**src/rtl/axis_len_pkg.sv**
```systemverilog
// rtl/axis_len_pkg.sv - shared state type and tkeep helpers for the frame length limiter
// Purpose: state enum for the limiter FSM, byte popcount and contiguous keep-mask helpers.
// Ports: none (package).
package axis_len_pkg;

    // Widest tkeep the helpers handle; callers zero-extend narrower keeps.
    localparam int MAX_KEEP = 64;

    typedef enum logic {
        PASS = 1'b0,
        DROP = 1'b1
    } state_t;

    // Number of set bits in a tkeep vector.
    function automatic logic [7:0] popcount(input logic [MAX_KEEP-1:0] keep);
        logic [7:0] n;
        n = '0;
        for (int i = 0; i < MAX_KEEP; i++) begin
            n = n + {7'd0, keep[i]};
        end
        return n;
    endfunction

    // (1 << n) - 1, clipped to kw bits.
    function automatic logic [MAX_KEEP-1:0] mask(input int unsigned n, input int unsigned kw);
        logic [MAX_KEEP-1:0] m;
        m = '0;
        for (int unsigned i = 0; i < MAX_KEEP; i++) begin
            m[i] = (i < n) && (i < kw);
        end
        return m;
    endfunction

endpackage

```
**src/rtl/axis_frame_len_limit_if.sv**
```systemverilog
// rtl/axis_frame_len_limit_if.sv - AXI4-Stream bundle used by the frame length limiter
// Purpose: groups tdata/tkeep/tvalid/tready/tlast/tid/tdest/tuser of one stream.
// Ports: master drives payload and tvalid, receives tready; slave is the mirror.
interface axis_frame_len_limit_if #(
    parameter int DATA_WIDTH = 32,
    parameter int KEEP_WIDTH = DATA_WIDTH / 8,
    parameter int ID_WIDTH   = 8,
    parameter int DEST_WIDTH = 8,
    parameter int USER_WIDTH = 1
);
    logic [DATA_WIDTH-1:0] tdata;
    logic [KEEP_WIDTH-1:0] tkeep;
    logic                  tvalid;
    logic                  tready;
    logic                  tlast;
    logic [ID_WIDTH-1:0]   tid;
    logic [DEST_WIDTH-1:0] tdest;
    logic [USER_WIDTH-1:0] tuser;

    modport master (
        output tdata, tkeep, tvalid, tlast, tid, tdest, tuser,
        input  tready
    );

    modport slave (
        input  tdata, tkeep, tvalid, tlast, tid, tdest, tuser,
        output tready
    );
endinterface

```
**src/rtl/axis_skid_reg.sv**
```systemverilog
// rtl/axis_skid_reg.sv - 2-entry register slice with registered input ready
// Purpose: one-cycle-latency, full-throughput pipeline stage for a packed stream payload.
// Ports: clk, rst (sync, active-high); in_data/in_valid/in_ready upstream;
//        out_data/out_valid/out_ready downstream.
module axis_skid_reg #(
    parameter int WIDTH = 8
) (
    input  logic             clk,
    input  logic             rst,
    input  logic [WIDTH-1:0] in_data,
    input  logic             in_valid,
    output logic             in_ready,
    output logic [WIDTH-1:0] out_data,
    output logic             out_valid,
    input  logic             out_ready
);
    logic [WIDTH-1:0] skid_data;
    logic             skid_valid;
    logic             in_fire;

    assign in_fire = in_valid && in_ready;

    always_ff @(posedge clk) begin
        if (rst) begin
            out_valid  <= 1'b0;
            skid_valid <= 1'b0;
            in_ready   <= 1'b0;
        end else if (out_ready || !out_valid) begin
            // Output register is free: refill from skid first, else from input.
            out_valid <= skid_valid || in_fire;
            if (skid_valid) begin
                out_data <= skid_data;
            end else if (in_fire) begin
                out_data <= in_data;
            end
            skid_valid <= 1'b0;
            in_ready   <= 1'b1;
        end else if (in_fire) begin
            // Stalled with a beat in flight: park it so ready can stay registered.
            skid_data  <= in_data;
            skid_valid <= 1'b1;
            in_ready   <= 1'b0;
        end else begin
            in_ready <= !skid_valid;
        end
    end
endmodule

```
**src/rtl/axis_frame_len_limit.sv**
```systemverilog
// rtl/axis_frame_len_limit.sv - AXI4-Stream per-frame byte limiter with truncation
// Purpose: counts bytes per frame, cuts frames longer than max_len (tlast + bad tuser),
//          discards the remainder, and reports length/truncation per output frame.
// Ports: clk, rst (sync, active-high); s_axis input stream; m_axis output stream;
//        max_len byte limit (0 = unlimited, sampled on first beat);
//        status_valid/status_frame_len/status_truncated per-frame report;
//        status_trunc_count truncated-frame counter (AXIS_FRAME_LEN_LIMIT_STATS_EN, else 0).
module axis_frame_len_limit
    import axis_len_pkg::*;
#(
    parameter int                    DATA_WIDTH           = 32,
    parameter bit                    KEEP_ENABLE          = (DATA_WIDTH > 8),
    parameter int                    KEEP_WIDTH           = DATA_WIDTH / 8,
    parameter int                    ID_WIDTH             = 8,
    parameter int                    DEST_WIDTH           = 8,
    parameter int                    USER_WIDTH           = 1,
    parameter logic [USER_WIDTH-1:0] USER_BAD_FRAME_VALUE = USER_WIDTH'(1),
    parameter int                    LEN_WIDTH            = 16
) (
    input  logic                 clk,
    input  logic                 rst,
    axis_frame_len_limit_if.slave  s_axis,
    axis_frame_len_limit_if.master m_axis,
    input  logic [LEN_WIDTH-1:0] max_len,
    output logic                 status_valid,
    output logic [LEN_WIDTH-1:0] status_frame_len,
    output logic                 status_truncated,
    output logic [31:0]          status_trunc_count
);
    localparam int PW = DATA_WIDTH + KEEP_WIDTH + 1 + ID_WIDTH + DEST_WIDTH + USER_WIDTH + 1;

    state_t               state, state_n;
    logic [LEN_WIDTH-1:0] cnt, cnt_n, lim, lim_n;
    logic                 first, first_n;

    logic [MAX_KEEP-1:0]  keep_ext, cut_mask;
    logic [LEN_WIDTH:0]   beat_bytes, sum;
    logic [LEN_WIDTH-1:0] cur_lim, cur_cnt;
    logic                 over, fire;

    logic [DATA_WIDTH-1:0] b_data;
    logic [KEEP_WIDTH-1:0] b_keep;
    logic                  b_last, b_trunc;
    logic [USER_WIDTH-1:0] b_user;

    logic          skid_in_valid, skid_in_ready;
    logic [PW-1:0] skid_in, skid_out;

    logic [DATA_WIDTH-1:0] o_data;
    logic [KEEP_WIDTH-1:0] o_keep;
    logic                  o_last, o_trunc, o_valid;
    logic [ID_WIDTH-1:0]   o_id;
    logic [DEST_WIDTH-1:0] o_dest;
    logic [USER_WIDTH-1:0] o_user;

    // In DROP nothing enters the skid, so input is drained regardless of its fill.
    assign s_axis.tready = (state == DROP) || skid_in_ready;
    assign fire          = s_axis.tvalid && s_axis.tready;

    always_ff @(posedge clk) begin
        if (rst) begin
            state <= PASS;
            cnt   <= '0;
            lim   <= '0;
            first <= 1'b1;
        end else begin
            state <= state_n;
            cnt   <= cnt_n;
            lim   <= lim_n;
            first <= first_n;
        end
    end

    always_comb begin
        keep_ext = '0;
        keep_ext[KEEP_WIDTH-1:0] = KEEP_ENABLE ? s_axis.tkeep : {KEEP_WIDTH{1'b1}};
        beat_bytes = {{(LEN_WIDTH-7){1'b0}}, popcount(keep_ext)};
        cur_lim    = first ? max_len : lim;
        cur_cnt    = first ? '0 : cnt;
        sum        = {1'b0, cur_cnt} + beat_bytes;
        over       = (cur_lim != '0) && (sum > {1'b0, cur_lim});
        cut_mask   = mask(32'(cur_lim - cur_cnt), KEEP_WIDTH);

        state_n       = state;
        cnt_n         = cnt;
        lim_n         = lim;
        first_n       = first;
        b_data        = s_axis.tdata;
        b_keep        = keep_ext[KEEP_WIDTH-1:0];
        b_last        = s_axis.tlast;
        b_user        = s_axis.tuser;
        b_trunc       = 1'b0;
        skid_in_valid = 1'b0;

        if (fire) begin
            if (state == PASS) begin
                skid_in_valid = 1'b1;
                lim_n         = cur_lim;
                first_n       = 1'b0;
                if (over) begin
                    // Cut here. When the limit was already reached exactly on the
                    // previous beat this becomes the zero-byte closing beat.
                    b_keep  = cut_mask[KEEP_WIDTH-1:0];
                    b_last  = 1'b1;
                    b_user  = USER_BAD_FRAME_VALUE;
                    b_trunc = 1'b1;
                    if (cur_cnt == cur_lim) begin
                        b_data = '0;
                    end
                    cnt_n = '0;
                    if (s_axis.tlast) begin
                        first_n = 1'b1;
                    end else begin
                        state_n = DROP;
                    end
                end else if (s_axis.tlast) begin
                    cnt_n   = '0;
                    first_n = 1'b1;
                end else begin
                    cnt_n = sum[LEN_WIDTH] ? '1 : sum[LEN_WIDTH-1:0];
                end
            end else if (s_axis.tlast) begin
                state_n = PASS;
                first_n = 1'b1;
            end
        end
    end

    // The trailing bit marks a beat that was cut, independent of upstream tuser.
    assign skid_in = {b_data, b_keep, b_last, s_axis.tid, s_axis.tdest, b_user, b_trunc};

    axis_skid_reg #(.WIDTH(PW)) u_skid (
        .clk       (clk),
        .rst       (rst),
        .in_data   (skid_in),
        .in_valid  (skid_in_valid),
        .in_ready  (skid_in_ready),
        .out_data  (skid_out),
        .out_valid (o_valid),
        .out_ready (m_axis.tready)
    );

    assign {o_data, o_keep, o_last, o_id, o_dest, o_user, o_trunc} = skid_out;
    assign m_axis.tdata  = o_data;
    assign m_axis.tkeep  = o_keep;
    assign m_axis.tvalid = o_valid;
    assign m_axis.tlast  = o_last;
    assign m_axis.tid    = o_id;
    assign m_axis.tdest  = o_dest;
    assign m_axis.tuser  = o_user;

    // Output-side byte count: reflects what actually left, including cut keeps.
    logic [LEN_WIDTH-1:0] out_len, out_sat;
    logic [LEN_WIDTH:0]   out_sum;
    logic [MAX_KEEP-1:0]  okeep_ext;
    logic                 m_fire;

    assign m_fire = o_valid && m_axis.tready;

    always_comb begin
        okeep_ext = '0;
        okeep_ext[KEEP_WIDTH-1:0] = o_keep;
        out_sum = {1'b0, out_len} + {{(LEN_WIDTH-7){1'b0}}, popcount(okeep_ext)};
        out_sat = out_sum[LEN_WIDTH] ? '1 : out_sum[LEN_WIDTH-1:0];
    end

    always_ff @(posedge clk) begin
        if (rst) begin
            out_len          <= '0;
            status_valid     <= 1'b0;
            status_frame_len <= '0;
            status_truncated <= 1'b0;
        end else begin
            status_valid <= 1'b0;
            if (m_fire) begin
                if (o_last) begin
                    out_len          <= '0;
                    status_valid     <= 1'b1;
                    status_frame_len <= out_sat;
                    status_truncated <= o_trunc;
                end else begin
                    out_len <= out_sat;
                end
            end
        end
    end

`ifdef AXIS_FRAME_LEN_LIMIT_STATS_EN
    logic [31:0] trunc_count;
    always_ff @(posedge clk) begin
        if (rst) begin
            trunc_count <= '0;
        end else if (status_valid && status_truncated && (trunc_count != 32'hFFFF_FFFF)) begin
            trunc_count <= trunc_count + 32'd1;
        end
    end
    assign status_trunc_count = trunc_count;
`else
    assign status_trunc_count = '0;
`endif

endmodule

```
**src/flat_wrapper.sv**
```systemverilog
// flat-port wrapper written by rule: the top's interface ports become plain ports
module axis_frame_len_limit_flat import axis_len_pkg::*;
#(
    parameter int                    DATA_WIDTH           = 32,
    parameter bit                    KEEP_ENABLE          = (DATA_WIDTH > 8),
    parameter int                    KEEP_WIDTH           = DATA_WIDTH / 8,
    parameter int                    ID_WIDTH             = 8,
    parameter int                    DEST_WIDTH           = 8,
    parameter int                    USER_WIDTH           = 1,
    parameter logic [USER_WIDTH-1:0] USER_BAD_FRAME_VALUE = USER_WIDTH'(1),
    parameter int                    LEN_WIDTH            = 16
)
  (clk, rst, max_len, status_valid, status_frame_len, status_truncated, status_trunc_count, s_axis_tdata, s_axis_tkeep, s_axis_tvalid, s_axis_tlast, s_axis_tid, s_axis_tdest, s_axis_tuser, s_axis_tready, m_axis_tdata, m_axis_tkeep, m_axis_tvalid, m_axis_tlast, m_axis_tid, m_axis_tdest, m_axis_tuser, m_axis_tready);
  axis_frame_len_limit_if #(.DATA_WIDTH(DATA_WIDTH), .KEEP_WIDTH(KEEP_WIDTH), .ID_WIDTH(ID_WIDTH), .DEST_WIDTH(DEST_WIDTH), .USER_WIDTH(USER_WIDTH)) s_axis_i ();
  axis_frame_len_limit_if #(.DATA_WIDTH(DATA_WIDTH), .KEEP_WIDTH(KEEP_WIDTH), .ID_WIDTH(ID_WIDTH), .DEST_WIDTH(DEST_WIDTH), .USER_WIDTH(USER_WIDTH)) m_axis_i ();
  input  logic clk;
  input  logic rst;
  input  logic [LEN_WIDTH-1:0] max_len;
  output logic status_valid;
  output logic [LEN_WIDTH-1:0] status_frame_len;
  output logic status_truncated;
  output logic [31:0] status_trunc_count;
  input wire logic [$bits(s_axis_i.tdata)-1:0] s_axis_tdata;
  input wire logic [$bits(s_axis_i.tkeep)-1:0] s_axis_tkeep;
  input wire logic [$bits(s_axis_i.tvalid)-1:0] s_axis_tvalid;
  input wire logic [$bits(s_axis_i.tlast)-1:0] s_axis_tlast;
  input wire logic [$bits(s_axis_i.tid)-1:0] s_axis_tid;
  input wire logic [$bits(s_axis_i.tdest)-1:0] s_axis_tdest;
  input wire logic [$bits(s_axis_i.tuser)-1:0] s_axis_tuser;
  output wire logic [$bits(s_axis_i.tready)-1:0] s_axis_tready;
  output wire logic [$bits(m_axis_i.tdata)-1:0] m_axis_tdata;
  output wire logic [$bits(m_axis_i.tkeep)-1:0] m_axis_tkeep;
  output wire logic [$bits(m_axis_i.tvalid)-1:0] m_axis_tvalid;
  output wire logic [$bits(m_axis_i.tlast)-1:0] m_axis_tlast;
  output wire logic [$bits(m_axis_i.tid)-1:0] m_axis_tid;
  output wire logic [$bits(m_axis_i.tdest)-1:0] m_axis_tdest;
  output wire logic [$bits(m_axis_i.tuser)-1:0] m_axis_tuser;
  input wire logic [$bits(m_axis_i.tready)-1:0] m_axis_tready;
  assign s_axis_i.tdata = s_axis_tdata;
  assign s_axis_i.tkeep = s_axis_tkeep;
  assign s_axis_i.tvalid = s_axis_tvalid;
  assign s_axis_i.tlast = s_axis_tlast;
  assign s_axis_i.tid = s_axis_tid;
  assign s_axis_i.tdest = s_axis_tdest;
  assign s_axis_i.tuser = s_axis_tuser;
  assign s_axis_tready = s_axis_i.tready;
  assign m_axis_tdata = m_axis_i.tdata;
  assign m_axis_tkeep = m_axis_i.tkeep;
  assign m_axis_tvalid = m_axis_i.tvalid;
  assign m_axis_tlast = m_axis_i.tlast;
  assign m_axis_tid = m_axis_i.tid;
  assign m_axis_tdest = m_axis_i.tdest;
  assign m_axis_tuser = m_axis_i.tuser;
  assign m_axis_i.tready = m_axis_tready;
  axis_frame_len_limit #(.DATA_WIDTH(DATA_WIDTH), .KEEP_ENABLE(KEEP_ENABLE), .KEEP_WIDTH(KEEP_WIDTH), .ID_WIDTH(ID_WIDTH), .DEST_WIDTH(DEST_WIDTH), .USER_WIDTH(USER_WIDTH), .USER_BAD_FRAME_VALUE(USER_BAD_FRAME_VALUE), .LEN_WIDTH(LEN_WIDTH)) u_core (.clk(clk), .rst(rst), .s_axis(s_axis_i), .m_axis(m_axis_i), .max_len(max_len), .status_valid(status_valid), .status_frame_len(status_frame_len), .status_truncated(status_truncated), .status_trunc_count(status_trunc_count));
endmodule
```
**config.mk**
```make
export PLATFORM = sky130hd
export DESIGN_NAME = axis_frame_len_limit_flat
export DESIGN_NICKNAME = d
export VERILOG_FILES = /design/src/rtl/axis_len_pkg.sv /design/src/rtl/axis_frame_len_limit_if.sv /design/src/rtl/axis_skid_reg.sv /design/src/rtl/axis_frame_len_limit.sv /design/src/flat_wrapper.sv
export SDC_FILE = /design/constraint.sdc
export NUM_CORES = 1
export LEC_CHECK = 0
export ABC_AREA = 1
export BUFFER_PORTS_ARGS = -buffer_cell sky130_fd_sc_hd__buf_2
export CAP_MARGIN = 30
export CORE_UTILIZATION = 45
export DETAILED_ROUTE_END_ITERATION = 10
export PLACE_DENSITY = 0.66
export RECOVER_POWER = 100
export SETUP_SLACK_MARGIN = 0.1
export SLEW_MARGIN = 10
export SYNTH_ARGS = -nofsm -noshare
export SYNTH_HDL_FRONTEND = slang
export SYNTH_SLANG_ARGS = --single-unit
```
**constraint.sdc**
```tcl
create_clock -name clk -period 11.3 [get_ports clk]
set_clock_uncertainty 0.2 [all_clocks]
set_input_delay 0.565 -clock clk [delete_from_list [all_inputs] [get_ports clk]]
set_output_delay 0.565 -clock clk [all_outputs]
set_load 0.02 [all_outputs]
```
==> metrics <==
outcome=complete, but fails checks; failing checks=max-capacitance violations, max-slew violations; Final Slew Violations=268; initial antenna violation count=1; Critical Path Sink=u_core.u_skid.out_data[49]; drt total wl=22.7 mm; Crit. path cell count=25; Crit. End Element=flop; Worst EP required=11.27 ns; mean post-synth cell area=8.19 sq um; Initial Utilization=0.465; worst flop-to-flop path startpoint=u_core.first; most common cell in the netlist=nand2_1; post-route ant nets=0; number of port buffers=approximately 150; H-tree Lvls=4; Clock Sinks=181; Slew headroom=-1.09; WP buf/inv=3; clock slew at reported path FFs=0.07 ns; Yosys top cell by area=edfxtp_1; Worst-Skew Late Latency=0.42 ns; vias in the first global route=between 7000 and 8000; dpl hpwl=about 16 mm; Synth area leaders=edfxtp_1 (31%), nand2_1 (14%), dfxtp_1 (13%); dpl ws=about 6 ns; reg2reg end=u_core.u_skid.out_data[49]; Synth Flop Type=edfxtp_1; R2R setup slack=approximately 4.1 ns; gr usage total=0.192; GPL Wtd Cong=0.861; pwr dens=135 nW/um^2; number of CTS-inserted buffers=17; Leak=about 5.2 nW; DRT iter0 DRCs=about 470; post-route setup TNS=0 ns; YS warnings=0; maximum VDD drop=0.0746 mV; layout net count=1500; Worst path top cell family by delay=simple AND/OR/NAND/NOR gates; first-pass GRT wire length=~37 mm; pin count of the biggest net entering global routing=65; Layout area overhead=7.29%; die width=156 um; wire per inst=~13 um; final hold viol count=0; CP Max Fanout=between 60 and 70; Setup Crit Path Kind=flop to flop; fraction of layout cells with a size suffix above 1=0.0826; synthesized cell area=roughly 11000 sq um; RSZ-0062 raised after global routing=no; startpoint types=flop; worst setup path start=u_core.first; R2R depth=25; GRT Residual Overflow=0; Post-synth EDFFs=110; floorplan core area=22900 sq um; Vias/cell=4.72; Clock Path Buffers=2; setup slack after layout=4.10 ns; period utilisation layout=0.638; Seq/Total Area, Yosys=0.443; row count=55; Max-Cap Viols=5; DR pass1 iterations=5; CTS resizes=0; CP most frequent cell=nand2_1; Cell variety after synth=48; type of the most critical hold path=input pin to flop; Crit path largest cell delay=roughly 1.2 ns; Die ar.=24300 sq um; final setup vio count=0; DR vias=8047; setup bufs post-CTS=0; arrival time at the worst endpoint=7.17 ns; Most Crowded Layer GR=met2; Yosys reg bits=181; Antenna Cells=0; GR Util met2=0.332; chip height=around 160 um; Post-Synthesis Cells=1301; async set-reset flop share out of synthesis=0; Final min period=7.20 ns; global-route met1 utilization=0.243; top cell type's share of synthesized area=0.310; CTS tree=yes; Ports=between 150 and 200; highest clock rate=between 100 and 150 MHz; Slew @ Worst Pin=about 3.1 ns; Residual DRC=0; CTS root buf=clkbuf_16; Crit-path slowest cell=clkinvlp_2; hold_buf cts=0; GRT met3 Usage=0.0317; top post-synthesis cells by count=nand2_1 (398), inv_1 (164), edfxtp_1 (110), buf_4 (85)
## cell type report
class                   count  area, sq um
clock buffers              18          429
well taps                 313          392
inverters                 170          639
fillers                  2288        11500
clock inverters            14          199
flip-flops and latches    181         4730
repair buffers            156          669
multi-input cells         853         4380
## worst reg2reg max path, stage by stage, from the launching register on
cell	delay, ns
dfxtp_1	0.53
clkbuf_1	0.78
clkinvlp_2	1.16
nand2_1	0.39
inv_1	0.08
ha_1	0.35
nand2_1	0.07
a21oi_1	0.22
nand3_2	0.12
nor2_1	0.30
nand2_1	0.24
xor2_1	0.21
ha_1	0.31
nand2_1	0.07
nor2_1	0.16
nand2_1	0.07
nand2_1	0.05
nand2_1	0.04
nand2_1	0.05
nand2_1	0.04
nand2_1	0.11
nand2_1	0.45
nor2_8	0.36
nand2_8	0.27
nand3_1	0.21
nand2_1	0.09
## registers in the layout (all words and copies together), names as in the netlist, 16 cells and up
signal,count
u_core.lim,16
u_core.u_skid.out_data,55
u_core.status_frame_len,16
u_core.u_skid.skid_data,55
u_core.cnt,16
u_core.out_len,16
## routing by layer
metal | routed length [um] | vias up | share of wire
met5 | 11 | - | 0.00049
met4 | 289 | 2 | 0.013
met3 | 1000 | 21 | 0.044
met2 | 11200 | 171 | 0.49
met1 | 10200 | 3632 | 0.45
li1 | - | 4221 | -
## metrics by stage
step	cells	cell area [sq um]	utilization	hold slack (ns)	total power [W]
3_5_place_dp	1671	11100	0.485	0.242	0.000935
2_1_floorplan	1332	10800	-	0.224	0.000894
3_3_place_gp	1670	11100	0.484	0.236	0.000932
4_1_cts	1703	11700	0.512	0.109	0.00157
6_report	1705	11400	0.499	0.131	0.00155
5_1_grt	1705	11400	0.499	0.113	0.00161
## how the worst min path moves through the flow
stage                         start                         end  slack (ns)  cells after the start
detailed placement    u_core.lim[1]               u_core.lim[1]        0.24                      2
global placement      u_core.lim[0]               u_core.lim[0]        0.24                      2
CTS                 s_axis_tdest[0]  u_core.u_skid.skid_data[2]        0.11                      1
floorplan             u_core.lim[0]               u_core.lim[0]        0.22                      2
global route        s_axis_tdest[0]  u_core.u_skid.skid_data[2]        0.11                      1
finish              s_axis_tdest[0]  u_core.u_skid.skid_data[2]        0.13                      1
## report_power, final
part	leakage (nW)	internal (W)	total, W	switching [W]
clock	0.307	0.000374	0.000632	0.000259
combinational	3.36	0.0000630	0.000194	0.000131
sequential	1.57	0.000716	0.000722	0.00000582
## logic make-up (layout without fill, tap and decap cells)
logic type                 Yosys count  in the layout  synth area share
and+or+nand+nor                    596            596             0.256
buffers and inverters              298            358             0.141
DFF                                181            181             0.443
AOI/OAI and AO/OA                  157            157            0.0834
adders and majority gates           47             47            0.0587
xor gates and xnor gates            21             21            0.0173
other                                1             32          0.000352
## cells in the final DEF (no fill, tap or decap), types with 3 or more instances in the layout
master,synthesis,final
inv_1,164,164
or2_2,5,5
nand2_1,398,401
clkbuf_16,0,17
o21ai_1,6,5
buf_2,5,61
clkinv_1,0,7
dfxtp_1,71,70
nand4_1,9,9
nor2_1,59,59
o21a_1,5,5
o211ai_1,15,15
xor2_1,14,14
ha_1,42,42
fa_1,5,5
nor4_1,4,4
nor3_1,5,5
edfxtp_1,110,110
bufinv_16,0,4
and2_1,6,5
or2_1,8,8
nor2_8,3,3
clkbuf_1,25,94
nand3b_1,3,3
o21bai_1,12,12
o21ai_0,42,43
conb_1,1,32
nand3_1,52,79
a21oi_1,71,72
clkinv_4,0,4
xnor2_1,7,7
Note: power is estimated with default switching activity, not from simulation.
